<file path="src/rtl/input_debouncer_pkg.sv">
// Shared constants and channel state type for the input debouncer.
package input_debouncer_pkg;

    localparam int DEFAULT_WIDTH         = 8;
    localparam int DEFAULT_STABLE_CYCLES = 500000;

    typedef enum logic {
        ST_STABLE,
        ST_PENDING
    } ch_state_e;

endpackage

</file>
<file path="src/rtl/input_debouncer_if.sv">
// Pin-side bundle of the debouncer: raw levels in, filtered levels, edge pulses and flag out.
interface input_debouncer_if #(
    parameter int WIDTH = 8
);
    logic [WIDTH-1:0] raw_in;
    logic [WIDTH-1:0] debounced_export;
    logic [WIDTH-1:0] rise_pulse;
    logic [WIDTH-1:0] fall_pulse;
    logic             change_flag;
    logic             flag_ack;

    modport master (
        output raw_in, flag_ack,
        input  debounced_export, rise_pulse, fall_pulse, change_flag
    );

    modport slave (
        input  raw_in, flag_ack,
        output debounced_export, rise_pulse, fall_pulse, change_flag
    );
endinterface

</file>
<file path="src/rtl/debounce_channel.sv">
// One input bit: 2-FF synchronizer, stable-time filter FSM and registered edge pulses.
module debounce_channel
    import input_debouncer_pkg::*;
#(
    parameter int   STABLE_CYCLES = DEFAULT_STABLE_CYCLES,
    parameter logic RESET_BIT     = 1'b0
) (
    input  logic clk,
    input  logic rst,
    input  logic raw,
    output logic debounced,
    output logic rise,
    output logic fall
);
    localparam int CNT_W = $clog2(STABLE_CYCLES + 1);
    localparam logic [CNT_W-1:0] CNT_LAST = CNT_W'(STABLE_CYCLES - 1);

    logic             sync1, sync2;
    ch_state_e        state, state_n;
    logic [CNT_W-1:0] cnt, cnt_n;
    logic             accept;

    // cnt holds how many edges the mismatch has already been seen on
    always_comb begin
        state_n = state;
        cnt_n   = cnt;
        accept  = 1'b0;
        case (state)
            ST_STABLE: begin
                cnt_n = '0;
                if (sync2 != debounced) begin
                    if (STABLE_CYCLES == 1) begin
                        accept = 1'b1;
                    end else begin
                        state_n = ST_PENDING;
                        cnt_n   = CNT_W'(1);
                    end
                end
            end
            ST_PENDING: begin
                if (sync2 == debounced) begin
                    state_n = ST_STABLE;
                    cnt_n   = '0;
                end else if (cnt == CNT_LAST) begin
                    accept  = 1'b1;
                    state_n = ST_STABLE;
                    cnt_n   = '0;
                end else begin
                    cnt_n = cnt + CNT_W'(1);
                end
            end
            default: begin
                state_n = ST_STABLE;
                cnt_n   = '0;
            end
        endcase
    end

    always_ff @(posedge clk) begin
        if (rst) begin
            sync1     <= RESET_BIT;
            sync2     <= RESET_BIT;
            debounced <= RESET_BIT;
            state     <= ST_STABLE;
            cnt       <= '0;
            rise      <= 1'b0;
            fall      <= 1'b0;
        end else begin
            sync1 <= raw;
            sync2 <= sync1;
            state <= state_n;
            cnt   <= cnt_n;
            if (accept) begin
                debounced <= sync2;
            end
            rise <= accept & sync2;
            fall <= accept & ~sync2;
        end
    end
endmodule

</file>
<file path="src/rtl/input_debouncer.sv">
// Debounces WIDTH raw pins into clean levels, per-bit edge pulses and a sticky change flag.
module input_debouncer
    import input_debouncer_pkg::*;
#(
    parameter int               WIDTH         = DEFAULT_WIDTH,
    parameter int               STABLE_CYCLES = DEFAULT_STABLE_CYCLES,
    parameter logic [WIDTH-1:0] RESET_VALUE   = '0
) (
    input  logic            clk_clk,
    input  logic            reset_reset,
    input_debouncer_if.slave io
);
    logic [WIDTH-1:0] deb, rise, fall;
    logic             any_pulse;
    logic             flag_q;

    for (genvar i = 0; i < WIDTH; i++) begin : g_ch
        debounce_channel #(
            .STABLE_CYCLES(STABLE_CYCLES),
            .RESET_BIT    (RESET_VALUE[i])
        ) u_ch (
            .clk      (clk_clk),
            .rst      (reset_reset),
            .raw      (io.raw_in[i]),
            .debounced(deb[i]),
            .rise     (rise[i]),
            .fall     (fall[i])
        );
    end

    assign any_pulse = |(rise | fall);

    // Flag is visible in the pulse cycle itself; the register keeps it set even
    // when an ack lands in that same cycle.
    always_ff @(posedge clk_clk) begin
        if (reset_reset) begin
            flag_q <= 1'b0;
        end else begin
            flag_q <= any_pulse | (flag_q & ~io.flag_ack);
        end
    end

    assign io.debounced_export = deb;
    assign io.rise_pulse       = rise;
    assign io.fall_pulse       = fall;
    assign io.change_flag      = flag_q | any_pulse;
endmodule

</file>
<file path="src/flat_wrapper.sv">
// flat-port wrapper written by rule: the top's interface ports become plain ports
module input_debouncer_flat import input_debouncer_pkg::*;
#(
    parameter int               WIDTH         = DEFAULT_WIDTH,
    parameter int               STABLE_CYCLES = DEFAULT_STABLE_CYCLES,
    parameter logic [WIDTH-1:0] RESET_VALUE   = '0
)
  (clk_clk, reset_reset, io_raw_in, io_flag_ack, io_debounced_export, io_rise_pulse, io_fall_pulse, io_change_flag);
  input_debouncer_if #(.WIDTH(WIDTH)) io_i ();
  input  logic clk_clk;
  input  logic reset_reset;
  input wire logic [$bits(io_i.raw_in)-1:0] io_raw_in;
  input wire logic [$bits(io_i.flag_ack)-1:0] io_flag_ack;
  output wire logic [$bits(io_i.debounced_export)-1:0] io_debounced_export;
  output wire logic [$bits(io_i.rise_pulse)-1:0] io_rise_pulse;
  output wire logic [$bits(io_i.fall_pulse)-1:0] io_fall_pulse;
  output wire logic [$bits(io_i.change_flag)-1:0] io_change_flag;
  assign io_i.raw_in = io_raw_in;
  assign io_i.flag_ack = io_flag_ack;
  assign io_debounced_export = io_i.debounced_export;
  assign io_rise_pulse = io_i.rise_pulse;
  assign io_fall_pulse = io_i.fall_pulse;
  assign io_change_flag = io_i.change_flag;
  input_debouncer #(.WIDTH(WIDTH), .STABLE_CYCLES(STABLE_CYCLES), .RESET_VALUE(RESET_VALUE)) u_core (.clk_clk(clk_clk), .reset_reset(reset_reset), .io(io_i));
endmodule
</file>
<file path="config.mk">
export PLATFORM = sky130hd
export DESIGN_NAME = input_debouncer_flat
export DESIGN_NICKNAME = d
export VERILOG_FILES = /design/src/rtl/input_debouncer_pkg.sv /design/src/rtl/input_debouncer_if.sv /design/src/rtl/debounce_channel.sv /design/src/rtl/input_debouncer.sv /design/src/flat_wrapper.sv
export SDC_FILE = /design/constraint.sdc
export NUM_CORES = 1
export LEC_CHECK = 0
export CAP_MARGIN = 20
export CORE_MARGIN = 4
export CORE_UTILIZATION = 27
export DETAILED_ROUTE_END_ITERATION = 8
export GPL_TIMING_DRIVEN = 0
export HOLD_SLACK_MARGIN = 0.12
export PLACE_DENSITY = 0.49
export SLEW_MARGIN = 40
export SYNTH_ARGS = -nofsm -noshare
export SYNTH_HDL_FRONTEND = slang
export SYNTH_HIERARCHICAL = 1
export SYNTH_SLANG_ARGS = --single-unit
</file>
<file path="constraint.sdc">
create_clock -name clk_clk -period 1.9 [get_ports clk_clk]
set_clock_uncertainty 0.1 [all_clocks]
set_input_delay 0.38 -clock clk_clk [delete_from_list [all_inputs] [get_ports clk_clk]]
set_output_delay 0.38 -clock clk_clk [all_outputs]
set_load 0.02 [all_outputs]
</file>
=== Word-level counts from Yosys, hierarchy flattened ===
Index checks and enable logic that the tools add are counted.

* $add $sub $neg: 8
* Multiply operators: 0
* Div/mod/pow operators: 0
* Magnitude comparators: 0
* Equality and inequality tests: 24
* Shift-type cells: 0
* Multiplexer cells: 88
* Bitwise logic cells: 37
* Reductions and logical operators: 1

{| class="wikitable"
|+ Operators by type and width
! operator !! count
|-
| $mux W19 || 16
|-
| $pmux W19 S2 || 8
|-
| $add A19 B1 Y19 const B || 8
|-
| $eq A19 B19 Y1 const B || 8
|-
| $mux W1 || 56
|-
| $and A1 B1 Y1 || 17
|-
| $not A1 Y1 || 17
|-
| $pmux W1 S2 || 8
|-
| $eq A1 B1 Y1 || 8
|-
| $ne A1 B1 Y1 || 8
|-
| $or A8 B8 Y8 || 1
|-
| $reduce_or A8 Y1 || 1
|-
| $or A1 B1 Y1 || 2
|}

* Flip-flop bits (word level): 201
* Bits in latches: 0
* Memory bits (writable): 0
* Memory bits (read-only): 0
* Input bits: 11
* Output and inout bits: 25
* Memories kept: 0

=== Depth between registers and ports, before layout ===
* Depth after elaboration: 5
* Mapped depth: 6
* Mapped depth without buffers: 5

=== Cells and area by module ===
Netlist, hierarchy kept.

{| class="wikitable"
|+ Modules (own cells, without submodules)
! module !! instances !! cells an instance !! area an instance (um^2) !! sequential area each (um^2)
|-
| debounce_channel (u_core.g_ch[0].u_ch ...) || 7 || 126 || 1151.1 || 500.5
|-
| debounce_channel (u_core.g_ch[7].u_ch) || 1 || 119 || 1103.6 || 500.5
|-
| input_debouncer || 1 || 9 || 80.1 || 20.0
|}

=== Worst setup path after synthesis ===
OpenSTA, ideal clock, no wires.

* Path type: register to register
* From: reg u_core.g_ch[7].u_ch.cnt[9]
* To: reg u_core.g_ch[7].u_ch.debounced
* Library setup time: 0.119 ns
* Data arrival time: 1.561 ns
* Required time: 1.681 ns
* Path slack: 0.120 ns
* Cell stages (with the launch flop): 5
* Path buffers: 0
* Period minus slack after synthesis: 1.780 ns
* Cells stage by stage: dfxtp_1 > or4_4 > or4_4 > o21ai_1 > a21oi_1

* Longest elaborated chain between the ends: 4

{| class="wikitable"
|+ RTL lines
! item !! line !! text
|-
| from (decl) || debounce_channel.sv:20 || <nowiki>logic [CNT_W-1:0] cnt, cnt_n;</nowiki>
|-
| from (signal assigned) || debounce_channel.sv:72 || <nowiki>cnt <= cnt_n;</nowiki>
|-
| $eq A19 B19 Y1 || debounce_channel.sv:44 || <nowiki>end else if (cnt == CNT_LAST) begin</nowiki>
|-
| $mux W1 || debounce_channel.sv:44 ||
|-
| $mux W1 || debounce_channel.sv:41 || <nowiki>if (sync2 == debounced) begin</nowiki>
|-
| $mux W1 || debounce_channel.sv:28 || <nowiki>case (state)</nowiki>
|-
| to (signal assigned) || debounce_channel.sv:74 || <nowiki>debounced <= sync2;</nowiki>
|-
| to (decl) || debounce_channel.sv:11 || <nowiki>output logic debounced,</nowiki>
|}

Every way passes these cells.
A chain may end at the register's enable or synchronous reset.

=== Final worst setup path ===
* From: reg u_core.g_ch[6].u_ch.rise
* To: out io_change_flag

* Longest elaborated chain between the ends: 3

{| class="wikitable"
|+ RTL lines
! item !! line !! text
|-
| from (decl) || debounce_channel.sv:12 || <nowiki>output logic rise,</nowiki>
|-
| from (signal assigned) || debounce_channel.sv:76 || <nowiki>rise <= accept & sync2;</nowiki>
|-
| $or A8 B8 Y8 || input_debouncer.sv:31 || <nowiki>assign any_pulse = |(rise | fall);</nowiki>
|-
| $reduce_or A8 Y1 || input_debouncer.sv:31 ||
|-
| $or A1 B1 Y1 || input_debouncer.sv:46 || <nowiki>assign io.change_flag = flag_q | any_pulse;</nowiki>
|-
| to (decl) || flat_wrapper.sv:17 || <nowiki>output wire logic [$bits(io_i.change_flag)-1:0] io_change_flag;</nowiki>
|}

Every way passes these cells.

==> results.md <==
- Status: complete, but fails checks
- Failing checks: negative setup slack
- Routed length per instance: 12.9 um
- Fin worst setup slack: -349 ps
- Core outline area: 33600 sq um
- Fmax: 445 MHz
- Final core utilization: 34.5%
- Largest net degree at the start of global routing: 54
- Gate count of the mapped netlist: 1010
- Drt pass-1 iters: 4
- Vias in the first global route: 7030
- Clock tree buffer depth: 3
- CP peak stage delay: 360 ps
- Total leakage power: 3.60 nW
- Fin crit share: 118%
- Max-slew violations: 0
- Area grow syn2layout: 25.5%
- Startpoint type of the worst setup path: flip-flop
- Register area share after synthesis: 43.5%
- DRC: 0
- Synth cell types: 48
- Design Area, Final: 11600 sq um
- Number of CTS-inserted buffers: 24
- WS Path Type: flip-flop to output pin
- Die Y: 193 um
- Post-Syn Area: 9240 sq um
- Count of final setup violators: 1
- Gr ovfl total: 0
- Global placer's final weighted congestion: 0.749
- VDD IR-drop max: 562 uV
- Slowest cell on the critical path: nor4_4
- Routed WL: 20.3 mm
- Syn_area_per_cell: 9.15 sq um
- Commonest non-fill, non-tap cells in the layout: 188 x dfxtp_1, 132 x nor2_1, 104 x xnor2_1
- Ys Warns: 6
- DP Cell Count: 1494
- IO buf count: 35
- Reg clk slew, reported paths: 60 ps
- Root Driver: clkbuf_16
- Worst path arrival time: 1770 ps
- RSZ-0062 raised after global routing: yes
- Fraction of registers with async set/reset: 0%
- Hold slack: 320 ps
- Die W: 193 um
- Post-DP Area: 10200 sq um
- Initial core utilization: 27.5%
- Total Routing Usage GR: 10.9%
- Slew headroom: 61.3%
- Crit Path Max Fanout: 2
- Seq cells post-synth: 201
- Max-cap violations: 0
- Via count: 7351
- Layout net count: 1122
- Crit. End Element: output pin
- Die area: 37300 sq um
- Top FF cell, synth: dfxtp_1
- Pre-CTS setup slack: -611 ps
- CTS H-tree depth: 1
- Via density: 4.69
- TritonCTS clock tree: yes
- Synth area leaders: dfxtp_1 44%, xnor2_1 9.9%, nor2_1 5.4%
- Hold Vio Cnt, Final: 0
- Most common cell after layout, fill and taps aside: dfxtp_1
- Final min period: 2250 ps
- Synth top area share: 43.5%
- Later-pin clock latency in the skew report: 520 ps
- Rows: 67
- Global-route wire length before repair: 34.5 mm
- DP Wirelength: 13.9 mm
- Post-route ant nets: 0
- Initial antenna violation count: 0
- HP Class: input port to flip-flop
- Dominant cell type by area after synthesis: dfxtp_1
- Post-synth EDFFs: 0
- PD cells: 814 nW/um^2
- Ant. Diodes: 0
- CP required: 1420 ps
- Clk sink count: 201
- Initial DRC Count: 293
- Share of cells above drive strength 1: 17.9%
- # IOs: 36
- Non-filler cells in the finished layout: 1569
- Post-synthesis net count: 1029
- Slew @ Worst Pin: 576 ps
- Cells along the critical path: nor4_4 > nand4_1 > or2_1 > buf_2
-- area by class of cell --
type,count,area [sq um]
buffer,23,203
clock buffer,30,694
clock inverter,14,201
fill,3443,22000
inverter,32,120
multi-input combinational,754,5180
sequential,201,4050
tap,448,561
timing repair buffer,67,579
-- state kept, by name, summed over array words and instances, names as in the netlist --
signal and cells:
u_core/g_ch.u_ch/state 8, u_core/g_ch.u_ch/sync1 8, u_core/g_ch.u_ch/sync2 8, u_core/flag_q 1, u_core/g_ch.u_ch/cnt 152, u_core/g_ch.u_ch/fall 8
u_core/g_ch.u_ch/debounced 8, u_core/g_ch.u_ch/rise 8
-- critical path: cells and delay by family, from the launching register on --
kind / cells / cell delay [ps]
flip-flops: 1 / 350
buffers and inverters: 1 / 160
AND/OR/NAND/NOR: 3 / 750
-- repair_timing --
item,4_1_cts,5_1_grt
pin swaps,15,19
resized for setup,62,58
hold endpoints to repair,2,0
endpoints found under the setup margin,110,129
hold buffers,1,0
buffers inserted,21,15
-- per-stage QoR --
stage	setup TNS [ps]	power, mW
global route	-509	9.78
CTS	-578	9.61
global placement	-246860	4.44
floorplan	0	4.39
finish	-349	9.44
detailed placement	-10170	4.44
-- path summary, 6_finish.rpt --
kind	depth (start not counted)	slack [ps]	from	end
setup / recovery	4	-350	u_core/g_ch[6].u_ch/rise$_SDFF_PP0_	io_change_flag
hold / removal	2	320	io_raw_in[2]	u_core/g_ch[2].u_ch/sync1$_SDFF_PP0_
hold reg to reg	1	340	u_core/g_ch[7].u_ch/sync1$_SDFF_PP0_	u_core/g_ch[7].u_ch/sync2$_SDFF_PP0_
setup reg to reg	4	40	u_core/g_ch[7].u_ch/cnt[9]$_SDFF_PP0_	u_core/g_ch[7].u_ch/debounced$_SDFFE_PP0P_
-- where the power goes --
group / switching (mW) / internal (mW)
clock network: 1.82 / 3.26
registers: 0.0201 / 4.23
logic: 0.0460 / 0.0506
total: 1.89 / 7.55
-- synth_stat cells, types with 14 or more instances --
cell     instances
dfxtp_1        201
nor2_1         132
xnor2_1        104
nor4_1          56
nand3_1         49
nand2_1         48
nor3_1          44
nand4_1         35
inv_1           32
nor2b_1         31
a21oi_1         28
o31ai_1         18
or4_1           18
and3_1          16
a31oi_1         15
and4_1          15
xor2_1          14
-- metal layers --
metal / wire length [um] / part of all wire [%] / GRT usage (%)
met5: 0 / 0 / 0
met3: 728 / 3.6 / 2.00
met2: 8790 / 43 / 17.5
met1: 10400 / 51 / 15.2
met4: 419 / 2.1 / 2.48
-- logic make-up (layout without fill, tap and decap cells) --
| kind of cell | count (synthesis) | count (layout) | share of synthesized area (%) |
|---|---|---|---|
| multiplexers | 7 | 7 | 0.758 |
| flip-flops | 201 | 201 | 43.5 |
| AND/OR/NAND/NOR | 527 | 527 | 33.5 |
| buffers and inverters | 55 | 166 | 3.28 |
| adder cells (fa/ha/maj) | 8 | 8 | 1.08 |
| AO/OA/AOI/OAI | 94 | 94 | 6.66 |
| XOR/XNOR | 118 | 118 | 11.2 |
No activity file was read; power rests on OpenSTA's default activity.
